### src/rtl/mc_controller.sv
// Multicycle MIPS control unit: Moore FSM with a memory-ready wait handshake,
// an illegal-instruction pulse and a retired-instruction counter.
// Optional feature macro: MC_BNE_EN adds bne support through the BNEEX state.
module mc_controller #(
    parameter int unsigned CNT_W = 32
) (
    input  logic             clk,
    input  logic             reset,
    input  logic [5:0]       op,
    input  logic [5:0]       funct,
    input  logic             zero,
    input  logic             mem_ready,
    output logic             irwrite,
    output logic             memwrite,
    output logic             regwrite,
    output logic             pcen,
    output logic             iord,
    output logic             memtoreg,
    output logic             regdst,
    output logic             alusrca,
    output logic [1:0]       alusrcb,
    output logic [1:0]       pcsrc,
    output logic [2:0]       alucontrol,
    output logic             illegal,
    output logic [3:0]       state_o,
    output logic [CNT_W-1:0] retired
);

    localparam logic [5:0] OP_LW   = 6'b100011;
    localparam logic [5:0] OP_SW   = 6'b101011;
    localparam logic [5:0] OP_RTYP = 6'b000000;
    localparam logic [5:0] OP_BEQ  = 6'b000100;
    localparam logic [5:0] OP_ADDI = 6'b001000;
    localparam logic [5:0] OP_J    = 6'b000010;
`ifdef MC_BNE_EN
    localparam logic [5:0] OP_BNE  = 6'b000101;
`endif

    localparam logic [5:0] FN_ADD = 6'b100000;
    localparam logic [5:0] FN_SUB = 6'b100010;
    localparam logic [5:0] FN_AND = 6'b100100;
    localparam logic [5:0] FN_OR  = 6'b100101;
    localparam logic [5:0] FN_SLT = 6'b101010;

    typedef enum logic [3:0] {
        S_FETCH   = 4'd0,
        S_DECODE  = 4'd1,
        S_MEMADR  = 4'd2,
        S_MEMRD   = 4'd3,
        S_MEMWB   = 4'd4,
        S_MEMWR   = 4'd5,
        S_RTYPEEX = 4'd6,
        S_RTYPEWB = 4'd7,
        S_BEQEX   = 4'd8,
        S_ADDIEX  = 4'd9,
        S_ADDIWB  = 4'd10,
        S_JEX     = 4'd11,
        S_BNEEX   = 4'd12
    } state_e;

    state_e           state_q, state_d;
    logic [CNT_W-1:0] retired_q, retired_d;

    logic       irwrite_c, memwrite_c, regwrite_c, pcwrite_c;
    logic       branch_c, branch_ne_c, illegal_c, retire_c;
    logic [1:0] aluop_c;
    logic       funct_ok_c;

    // Supported R-type function codes
    always_comb begin
        funct_ok_c = 1'b0;
        case (funct)
            FN_ADD, FN_SUB, FN_AND, FN_OR, FN_SLT: funct_ok_c = 1'b1;
            default:                               funct_ok_c = 1'b0;
        endcase
    end

    // State and retired-counter registers; reset aborts any in-flight instruction
    always_ff @(posedge clk or posedge reset) begin
        if (reset) begin
            state_q   <= S_FETCH;
            retired_q <= '0;
        end else begin
            state_q   <= state_d;
            retired_q <= retired_d;
        end
    end

    // Next-state and per-state control decode
    always_comb begin
        state_d     = state_q;
        irwrite_c   = 1'b0;
        memwrite_c  = 1'b0;
        regwrite_c  = 1'b0;
        pcwrite_c   = 1'b0;
        branch_c    = 1'b0;
        branch_ne_c = 1'b0;
        illegal_c   = 1'b0;
        retire_c    = 1'b0;
        iord        = 1'b0;
        memtoreg    = 1'b0;
        regdst      = 1'b0;
        alusrca     = 1'b0;
        alusrcb     = 2'b00;
        pcsrc       = 2'b00;
        aluop_c     = 2'b00;

        case (state_q)
            S_FETCH: begin
                alusrcb   = 2'b01;
                irwrite_c = mem_ready;
                pcwrite_c = mem_ready;
                if (mem_ready) state_d = S_DECODE;
            end
            S_DECODE: begin
                alusrcb = 2'b11;
                case (op)
                    OP_LW, OP_SW: state_d = S_MEMADR;
                    OP_RTYP:      state_d = S_RTYPEEX;
                    OP_BEQ:       state_d = S_BEQEX;
                    OP_ADDI:      state_d = S_ADDIEX;
                    OP_J:         state_d = S_JEX;
`ifdef MC_BNE_EN
                    OP_BNE:       state_d = S_BNEEX;
`endif
                    default: begin
                        illegal_c = 1'b1;
                        state_d   = S_FETCH;
                    end
                endcase
            end
            S_MEMADR: begin
                alusrca = 1'b1;
                alusrcb = 2'b10;
                state_d = (op == OP_LW) ? S_MEMRD : S_MEMWR;
            end
            S_MEMRD: begin
                iord = 1'b1;
                if (mem_ready) state_d = S_MEMWB;
            end
            S_MEMWB: begin
                memtoreg   = 1'b1;
                regwrite_c = 1'b1;
                retire_c   = 1'b1;
                state_d    = S_FETCH;
            end
            S_MEMWR: begin
                iord       = 1'b1;
                memwrite_c = 1'b1;
                if (mem_ready) begin
                    retire_c = 1'b1;
                    state_d  = S_FETCH;
                end
            end
            S_RTYPEEX: begin
                alusrca = 1'b1;
                aluop_c = 2'b10;
                if (funct_ok_c) begin
                    state_d = S_RTYPEWB;
                end else begin
                    illegal_c = 1'b1;
                    state_d   = S_FETCH;
                end
            end
            S_RTYPEWB: begin
                regdst     = 1'b1;
                regwrite_c = 1'b1;
                retire_c   = 1'b1;
                state_d    = S_FETCH;
            end
            S_BEQEX: begin
                alusrca  = 1'b1;
                aluop_c  = 2'b01;
                pcsrc    = 2'b01;
                branch_c = 1'b1;
                retire_c = 1'b1;
                state_d  = S_FETCH;
            end
            S_ADDIEX: begin
                alusrca = 1'b1;
                alusrcb = 2'b10;
                state_d = S_ADDIWB;
            end
            S_ADDIWB: begin
                regwrite_c = 1'b1;
                retire_c   = 1'b1;
                state_d    = S_FETCH;
            end
            S_JEX: begin
                pcsrc     = 2'b10;
                pcwrite_c = 1'b1;
                retire_c  = 1'b1;
                state_d   = S_FETCH;
            end
`ifdef MC_BNE_EN
            S_BNEEX: begin
                alusrca     = 1'b1;
                aluop_c     = 2'b01;
                pcsrc       = 2'b01;
                branch_ne_c = 1'b1;
                retire_c    = 1'b1;
                state_d     = S_FETCH;
            end
`endif
            default: state_d = S_FETCH;
        endcase
    end

    // ALU control from aluop and funct
    always_comb begin
        alucontrol = 3'b010;
        case (aluop_c)
            2'b00: alucontrol = 3'b010;
            2'b01: alucontrol = 3'b110;
            2'b10: begin
                case (funct)
                    FN_ADD:  alucontrol = 3'b010;
                    FN_SUB:  alucontrol = 3'b110;
                    FN_AND:  alucontrol = 3'b000;
                    FN_OR:   alucontrol = 3'b001;
                    FN_SLT:  alucontrol = 3'b111;
                    default: alucontrol = 3'b010;
                endcase
            end
            default: alucontrol = 3'b010;
        endcase
    end

    // Retired counter advances on every completed instruction, wrapping naturally
    always_comb begin
        retired_d = retire_c ? (retired_q + CNT_W'(1)) : retired_q;
    end

    // Write enables and illegal flag are suppressed while reset is held
    always_comb begin
        irwrite  = irwrite_c & ~reset;
        memwrite = memwrite_c & ~reset;
        regwrite = regwrite_c & ~reset;
        pcen     = (pcwrite_c | (branch_c & zero) | (branch_ne_c & ~zero)) & ~reset;
        illegal  = illegal_c & ~reset;
        state_o  = state_q;
        retired  = retired_q;
    end

endmodule

### config.mk
export PLATFORM = sky130hd
export DESIGN_NAME = mc_controller
export DESIGN_NICKNAME = d
export VERILOG_FILES = /design/src/rtl/mc_controller.sv
export SDC_FILE = /design/constraint.sdc
export NUM_CORES = 1
export LEC_CHECK = 0
export CAP_MARGIN = 10
export CORE_MARGIN = 2
export CORE_UTILIZATION = 47
export DETAILED_ROUTE_END_ITERATION = 8
export GPL_TIMING_DRIVEN = 0
export PLACE_DENSITY = 0.81
export SLEW_MARGIN = 20
export SYNTH_ARGS = -nofsm -noshare
export SYNTH_HDL_FRONTEND = slang
export SYNTH_SLANG_ARGS = --single-unit
### constraint.sdc
create_clock -name clk -period 2.2 [get_ports clk]
set_input_delay 0.22 -clock clk [delete_from_list [all_inputs] [get_ports clk]]
set_output_delay 0.22 -clock clk [all_outputs]
set_load 0.005 [all_outputs]
### Word level (Yosys, flattened, before mapping)

Index checks and enable logic that the tools add are counted.

| cells by class | value |
|---|---|
| add/subtract/negate cells | 1 |
| eq/ne operators | 26 |
| mux-type cells | 27 |
| bitwise logic cells | 8 |
| reduce and logical (&&, ||, !) cells | 11 |

Operator list:

| kind | number |
|---|---|
| $eq A6 B6 Y1 const B | 7 |
| $add A32 B1 Y32 const B | 1 |
| $pmux W4 S7 | 1 |
| $pmux W4 S5 | 1 |
| $eq A4 B3 Y1 const B | 4 |
| $eq A4 B4 Y1 const B | 4 |
| $mux W1 | 12 |
| $mux W4 | 3 |
| $pmux W3 S4 | 1 |
| $reduce_or A5 Y1 | 2 |
| $eq A4 B2 Y1 const B | 2 |
| $pmux W2 S2 | 2 |
| $and A1 B1 Y1 | 6 |
| $eq A6 B2 Y1 const B | 1 |
| $eq A6 B3 Y1 const B | 1 |
| $eq A6 B4 Y1 const B | 1 |
| $logic_not A6 Y1 | 1 |
| $mux W3 | 2 |
| $ne A2 B2 Y1 const B | 3 |
| $pmux W1 S2 | 3 |
| $pmux W2 S3 | 1 |
| $pmux W3 S2 | 1 |
| $reduce_or A2 Y1 | 3 |
| $reduce_or A6 Y1 | 1 |
| 9 further kinds | 9 |

| word-level totals | value |
|---|---|
| register bits after elaboration | 36 |
| input port bits | 16 |
| output and inout bits | 52 |

### Logic depth before layout (Yosys ltp)

| depth | value |
|---|---|
| depth after elaboration | 6 |
| depth in mapped cells | 7 |

### Worst setup path before layout

OpenSTA, ideal clock, no wires.

| path | value |
|---|---|
| kind | flip-flop to output port |
| from | register state_q[2], in the netlist state_o[2] |
| to | output port alucontrol[0] |
| arrival | 1.625 ns |
| setup slack | 0.355 ns |
| cell stages (with the launch flop) | 7 |
| cell sequence | dfrtp_1 > buf_2 > clkbuf_1 > or3_1 > ha_1 > nand3_1 > nor2_1 |

| on the way | value |
|---|---|
| word-level cells in the longest chain between the ends | 4 |

Ends and longest elaborated chain:

| what | line | source |
|---|---|---|
| start, declared | 61 | `state_e state_q, state_d;` |
| start signal, assigned | 84 | `state_q <= state_d;` |
| $eq A4 B4 Y1 or $eq A4 B3 Y1 (tied branches) | 108 | `case (state_q)` |
| $pmux W2 S2 (*) | 108 |  |
| $eq A2 B2 Y1 or $eq A2 B1 Y1 (tied branches) | 212 | `case (aluop_c)` |
| $pmux W3 S2 (*) | 212 |  |
| end, declared | 23 | `output logic [2:0] alucontrol,` |

Every way passes the cells marked *; elsewhere a longest branch is shown, timed or not.

### Worst setup path after layout

| path | value |
|---|---|
| from | register state_q[2], in the netlist state_o[2] |
| to | output port alucontrol[1] |

Same word-level chain as after synthesis.

==> impl_metrics.env <==
export IMPL_status="complete, no violations"
export IMPL_rows=24
export IMPL_endpoint_kind="primary output"
export IMPL_tightest_slew_ps=754
export IMPL_ys_flop_type="dfrtp_1"
export IMPL_synth_top_area_share=0.412
export IMPL_critPathTopFamily="simple AND/OR/NAND/NOR gates"
export IMPL_worstPathBufferInverterCount=2
export IMPL_antenna_left=0
export IMPL_synth_top_cells_by_count="36 x dfrtp_1, 27 x nor2_1, 23 x nand2_1, 18 x xor2_1, 16 x xnor2_1"
export IMPL_crit_required_ps=1980
export IMPL_synth_top_cell_by_area="dfrtp_1"
export IMPL_root_buffer="clkbuf_8"
export IMPL_synth_warnings=0
export IMPL_grt_pass1_wl_mm=9.27
export IMPL_cp_slowest_cell="dfrtp_2"
export IMPL_cp_arrival_ps=1930
export IMPL_grt_max_degree=38
export IMPL_overflow=0
export IMPL_drc=0
export IMPL_die_y_um=72.2
export IMPL_fin_crit_sh=0.976
export IMPL_hold_viol_final=0
export IMPL_cellPowerDensity_nw_per_um2=690
export IMPL_antenna_cells=0
export IMPL_met1_usage=0.297
export IMPL_power_total_mw=2.24
export IMPL_drive_gt1_frac=0.189
export IMPL_ctsHoldBuffers=0
export IMPL_antenna_found_initial=0
export IMPL_grt_usage=0.223
export IMPL_busiest_layer="met2"
export IMPL_drt_initial_drc_count=197
export IMPL_synth_area_um2=2190
export IMPL_start_util=0.495
export IMPL_core_um2=4410
export IMPL_portBuffers=67
export IMPL_leakage_nw=1.39
export IMPL_use_met3=0.0389
export IMPL_gp_congestion=0.863
export IMPL_worst_path_max_fanout=5
export IMPL_ys_top_cells_by_area="dfrtp_1 41%, xor2_1 7.2%, xnor2_1 6.4%"
export IMPL_cp_cell_sequence="buf_8, or3_4, ha_4, nand3b_1, clkdlybuf4s15_1"
export IMPL_tns_ps=0
export IMPL_ir_drop_v=0.000731
export IMPL_finalSetupViolCount=0
export IMPL_cts_tree="done"
export IMPL_die_area_um2=5220
export IMPL_cts_buffers=5
export IMPL_ys_ff_latch=36
export IMPL_max_stage_delay_ps=460
export IMPL_grt_pass1_vias=1964
export IMPL_insertion_delay_ps=290
export IMPL_numClockSinks=36
export IMPL_synth_edf_count=0
export IMPL_min_period_ps=2150
export IMPL_syn_to_final_growth_pct=48.8
export IMPL_synth_most_common_cell="dfrtp_1"
export IMPL_ys_types=42
export IMPL_relSlewSlack=0.493
export IMPL_syn_nets=265
export IMPL_clk_pin_slew_worst_paths_ps=70
export IMPL_cap_violations=0
export IMPL_fin_nets=352
export IMPL_grtUsageMet2=0.371
export IMPL_cts_htree_levels=2
export IMPL_vias=2168
export IMPL_startpoint_type="flip-flop"
export IMPL_syn_inst=245
export IMPL_cts_buffer_depth=2
export IMPL_synthArstFlopShare=1.00
export IMPL_fill_cells=327
export IMPL_critPathKind="flip-flop to primary output"
export IMPL_fin_worst_skew_ps=6.65
export IMPL_fmax_mhz=466
export IMPL_ys_seq_area_frac=0.412
export IMPL_wl_per_cell_um=15.3
export IMPL_io_pins=68
export IMPL_hp_class="input pin to async pin"
export IMPL_place_hpwl_mm=3.83
export IMPL_via_per_inst=5.63
export IMPL_totalWireLength_mm=5.90
export IMPL_die_width_um=72.2
export IMPL_report_final_slew_viol_count=0
export IMPL_drt_pass1_iter_count=4
export IMPL_synth_avg_cell_area_um2=8.93
==> layout make-up <==
cell class | instances | area, um^2 | share of cell area
clock buffer | 7 | 86.3 | 0.0265
buffer | 8 | 71.3 | 0.0219
tap | 52 | 65.1 | 0.0200
sequential | 36 | 906 | 0.278
multi-input combinational | 191 | 1300 | 0.401
inverter | 8 | 35.0 | 0.0108
timing repair buffer | 82 | 779 | 0.240
clock inverter | 1 | 7.51 | 0.00231
==> cells in the final DEF (no fill, tap or decap), types with 2 or more instances in the layout <==
cell type	netlist	layout
nand3_1	13	12
a22oi_1	2	2
nand4_1	10	10
a31oi_1	3	3
or4b_4	0	2
clkbuf_1	6	2
nor2_2	0	2
clkbuf_8	0	7
ha_4	0	2
nand2b_1	8	7
nor4_1	4	2
ha_1	4	2
dfrtp_1	36	32
nor3_2	1	2
nor3_1	12	11
dfrtp_2	0	4
nor2b_1	6	6
xnor2_1	16	16
clkbuf_2	0	2
inv_1	8	4
buf_4	1	16
a21oi_1	7	7
buf_2	2	2
and3_1	2	2
or3_1	3	2
o21ai_0	6	6
dlygate4sd2_1	0	3
inv_2	0	3
clkdlybuf4s50_1	0	59
or2_2	5	3
xor2_1	18	18
nor4_2	1	3
or2_4	0	2
and4_1	4	4
nand2_1	23	23
nor2_1	27	24
==> metal layers <==
| layer | up-vias | share of wire |
|---|---|---|
| met5 | - | 0 |
| met4 | 0 | 0.021 |
| met3 | 16 | 0.048 |
| met2 | 77 | 0.51 |
| met1 | 1045 | 0.42 |
| li1 | 1030 | - |
==> registers in the layout (all words and copies together), names as in the netlist <==
name / flops
retired: 32
state_o: 4
==> worst register-to-register path, stage by stage (launching register included) <==
cell and delay [ps]:
dfrtp_2 440, buf_4 160, buf_4 150, nor2b_1 160
a2bb2oi_2 170, or4b_4 500, buf_6 160, nor3_4 180
xor2_1 160
==> through the flow <==
| step | util | std cells | cell area [um^2] | hold slack [ps] | worst slack (ps) |
|---|---|---|---|---|---|
| after floorplan | - | 245 | 2190 | 392 | 355 |
| after global placement | 0.662 | 364 | 2920 | 461 | -712 |
| after detailed placement | 0.662 | 364 | 2920 | 464 | -326 |
| after CTS | 0.717 | 381 | 3170 | 446 | 1.00 |
| after global routing | 0.737 | 385 | 3250 | 477 | -46.0 |
| final | 0.737 | 385 | 3250 | 441 | 51.8 |
==> cells by family (layout without fill, tap and decap cells) <==
| group | after synthesis | count (layout) | synth area share |
|---|---|---|---|
| compound gates | 27 | 27 | 0.0830 |
| flops | 36 | 36 | 0.412 |
| buf+inv | 18 | 106 | 0.0372 |
| xor+xnor | 34 | 34 | 0.136 |
| fa+ha+maj | 4 | 4 | 0.0229 |
| simple gates | 126 | 126 | 0.309 |
==> power breakdown <==
part / switching (mW) / internal (mW) / total, mW / leakage (nW)
sequential: 0.116 / 0.727 / 0.843 / 0.473
clock: 0.246 / 0.255 / 0.501 / 0.0445
combinational: 0.411 / 0.489 / 0.901 / 0.871
==> final timing paths <==
path | start | to | slack [ps] | cells after the start
worst min register to register | retired[31] | retired[31] | 470 | 1
max in group asynchronous | reset | state_o[0] | 1480 | 2
worst max register to register | state_o[1] | retired[22] | 60 | 8
worst max-delay path | state_o[2] | alucontrol[1] | 50 | 5
worst min-delay path | reset | state_o[3] | 440 | 2
min in group clk | retired[31] | retired[31] | 470 | 1
==> what timing repair did <==
| action | 4_1_cts | 5_1_grt |
|---|---|---|
| gates resized for setup | 39 | 18 |
| pin swaps | 2 | 6 |
| setup buffers | 10 | 5 |
| endpoints found under the setup margin | 10 | 25 |
No activity file was read; power rests on OpenSTA's default activity.
==> RTL change, RTL diff (same settings) <==
Add a define of `MC_BNE_EN`.
--- a/src/rtl/mc_controller.sv
+++ b/src/rtl/mc_controller.sv
@@ -1,6 +1,8 @@
 // Multicycle MIPS control unit: Moore FSM with a memory-ready wait handshake,
 // an illegal-instruction pulse and a retired-instruction counter.
 // Optional feature macro: MC_BNE_EN adds bne support through the BNEEX state.
+`define MC_BNE_EN
+
 module mc_controller #(
     parameter int unsigned CNT_W = 32
 ) (
Behaviour: not the same (Yosys sat finds a counterexample within 4 cycles, from zero or initial values and one cycle with reset high).
==> RTL change against the unedited design <==
Combinational power is 1% higher; setup slack worse by 0.024 ns; critical path type unchanged; routed wire length is 8.5% lower; worst hold slack better by 0.044 ns; total power is 1.6% higher; clock skew is 0.0014 ns lower; sequential cell count stayed put; cell area is 1.7% lower; synthesized area is 1.4% lower; synthesized cell count is 7.3% lower; global-route usage is 0.83 points lower; sequential power is 6.5% lower; clock power is 16% higher; count of clock-buffer cells in the layout is 2 lower.
==> RTL change: results (changes against the unedited design) <==
\begin{tabular}{lr}
\hline
Metric & Value \\
\hline
\multicolumn{2}{l}{\textbf{Setup path}} \\
Worst-path maximum fanout & 10 (+5) \\
Arrival time reported for the critical path endpoint & 1.95 ns (+0.02 ns) \\
Crit. Startpoint & state\_o[1]\$\_DFFE\_PP0P\_ \\
\multicolumn{2}{l}{\textbf{Placed design}} \\
Hpwl dp & 3.64 mm (-5.1\%) \\
\# port buffers & 66 (-1.5\%) \\
Last weighted congestion value of the routability-driven placer & 0.791 (-8.4\%) \\
Cell total after placement & 345 (-5.2\%) \\
\multicolumn{2}{l}{\textbf{Cells and area}} \\
Fraction of layout instances using a drive strength above 1 & 16.4\% (-2.5 points) \\
Net count, final & 329 (-6.5\%) \\
Cell Count, Final, Fillers Out & 363 (-5.7\%) \\
\multicolumn{2}{l}{\textbf{GRT}} \\
Wire length of the first global-routing pass & 8.71 mm (-6.1\%) \\
GRT Overall Usage & 21.5\% (-0.83 points) \\
Pin count of the biggest net entering global routing & 37 (-2.6\%) \\
\multicolumn{2}{l}{\textbf{Yosys}} \\
Average footprint of a synthesized cell & 9.50 sq um (+6.4\%) \\
Fraction of the yosys area taken by sequential cells & 41.8\% (+0.60 points) \\
Ranking of synthesized cells by area & sky130\_fd\_sc\_hd\_\_dfrtp\_1, sky130\_fd\_sc\_hd\_\_xnor2\_1, sky130\_fd\_sc\_hd\_\_xor2\_1, sky130\_fd\_sc\_hd\_\_nand2\_1, sky130\_fd\_sc\_hd\_\_nor2\_1 \\
Most instantiated cells after synthesis & sky130\_fd\_sc\_hd\_\_dfrtp\_1, sky130\_fd\_sc\_hd\_\_xnor2\_1, sky130\_fd\_sc\_hd\_\_nand2\_1, sky130\_fd\_sc\_hd\_\_nor2\_1, sky130\_fd\_sc\_hd\_\_nand3\_1 \\
Distinct cell type count of the synthesized netlist & 48 (+14\%) \\
Synth Net Count & 246 (-7.2\%) \\
\multicolumn{2}{l}{\textbf{Drt}} \\
Metal-1 WL & 2.18 mm (-11\%) \\
Routed length on met3 & 298 um (+4.2\%) \\
Detailed route wirelength on metal2 & 2.82 mm (-7.2\%) \\
Routed wirelength normalized by instance count & 14.9 um (-3.0\%) \\
\multicolumn{2}{l}{\textbf{STA}} \\
Clock Skew & 0.00524 ns (-0.00141 ns) \\
Slew headroom & 51.0\% (+1.6 points) \\
\multicolumn{2}{l}{\textbf{Outcome}} \\
Result of the run & finished clean \\
\multicolumn{2}{l}{\textbf{Power and ir drop}} \\
VDD IR-drop max & 0.000480 V (-34\%) \\
\hline
\end{tabular}
==> RTL change: cell count changes in the layout (fill, tap and decap cells not counted), sizes merged, moves of 4 or more <==
cell and change:
xor2 -9, or2 -5, buf -6, nor2 -8
nand2 -4, and3 +5, xnor2 +10
==> RTL change: cells by family after synthesis <==
logic type               count (synthesis)  share of synthesized area (%)
multiplexers                             3                           1.51
XOR/XNOR                                35                           14.2
AND/OR/NAND/NOR                        101                           26.7
adder cells (fa/ha/maj)                  3                           1.74
AO/OA/AOI/OAI                           33                           11.1
buffers and inverters                   16                           2.90
flip-flops                              36                           41.8
==> RTL change: repair_timing <==
item                       CTS  global route
gates resized for setup     29            18
setup endpoints to repair   10             6
pin swaps                    0             3
buffers inserted             5             5
gates cloned                 0             0
==> RTL change: worst max-delay path: stages, from the launching register on <==
cell and delay (ns):
sky130_fd_sc_hd__dfrtp_2 0.43, sky130_fd_sc_hd__buf_4 0.14, sky130_fd_sc_hd__nand2b_4 0.16, sky130_fd_sc_hd__clkbuf_8 0.17, sky130_fd_sc_hd__nor3_4 0.15, sky130_fd_sc_hd__nand2_1 0.08, sky130_fd_sc_hd__a21o_1 0.16, sky130_fd_sc_hd__a21oi_1 0.12
sky130_fd_sc_hd__dlygate4sd2_1 0.25
==> RTL change: where the power goes <==
group,leakage (nW),switching [W],internal [W],total [W]
registers,0.492,0.0000700,0.000718,0.000788
logic,0.812,0.000437,0.000475,0.000912
clock network,0.0541,0.000245,0.000335,0.000580
total,1.36,0.000752,0.00153,0.00228
==> RTL change: area by class of cell <==
| class | count | area, sq um | share of cell area, % |
|---|---|---|---|
| clock inverters | 3 | 42.5 | 1.33 |
| repair buffers | 76 | 741 | 23.1 |
| flip-flops and latches | 36 | 903 | 28.2 |
| clock buffers | 5 | 68.8 | 2.15 |
| inverters | 8 | 37.5 | 1.17 |
| multi-input cells | 175 | 1260 | 39.5 |
| well taps | 52 | 65.1 | 2.03 |
| plain buffers | 8 | 77.6 | 2.42 |
==> RTL change: worst paths after layout <==
kind	to	slack (ns)	cells after the start
setup / recovery	illegal	0.03	8
hold / removal	retired[31]$_DFFE_PP0P_	0.49	1
setup reg to reg	retired[21]$_DFFE_PP0P_	0.31	7
hold reg to reg	retired[31]$_DFFE_PP0P_	0.49	1
max in group asynchronous	state_o[0]$_DFFE_PP0P_	1.13	2
min in group asynchronous	state_o[2]$_DFFE_PP0P_	0.56	2
==> RTL change: per-layer routing <==
metal,track usage [%],up-vias
li1,-,970
met1,26.3,971
met2,37.1,80
met3,4.08,8
met4,8.60,0
met5,0,-
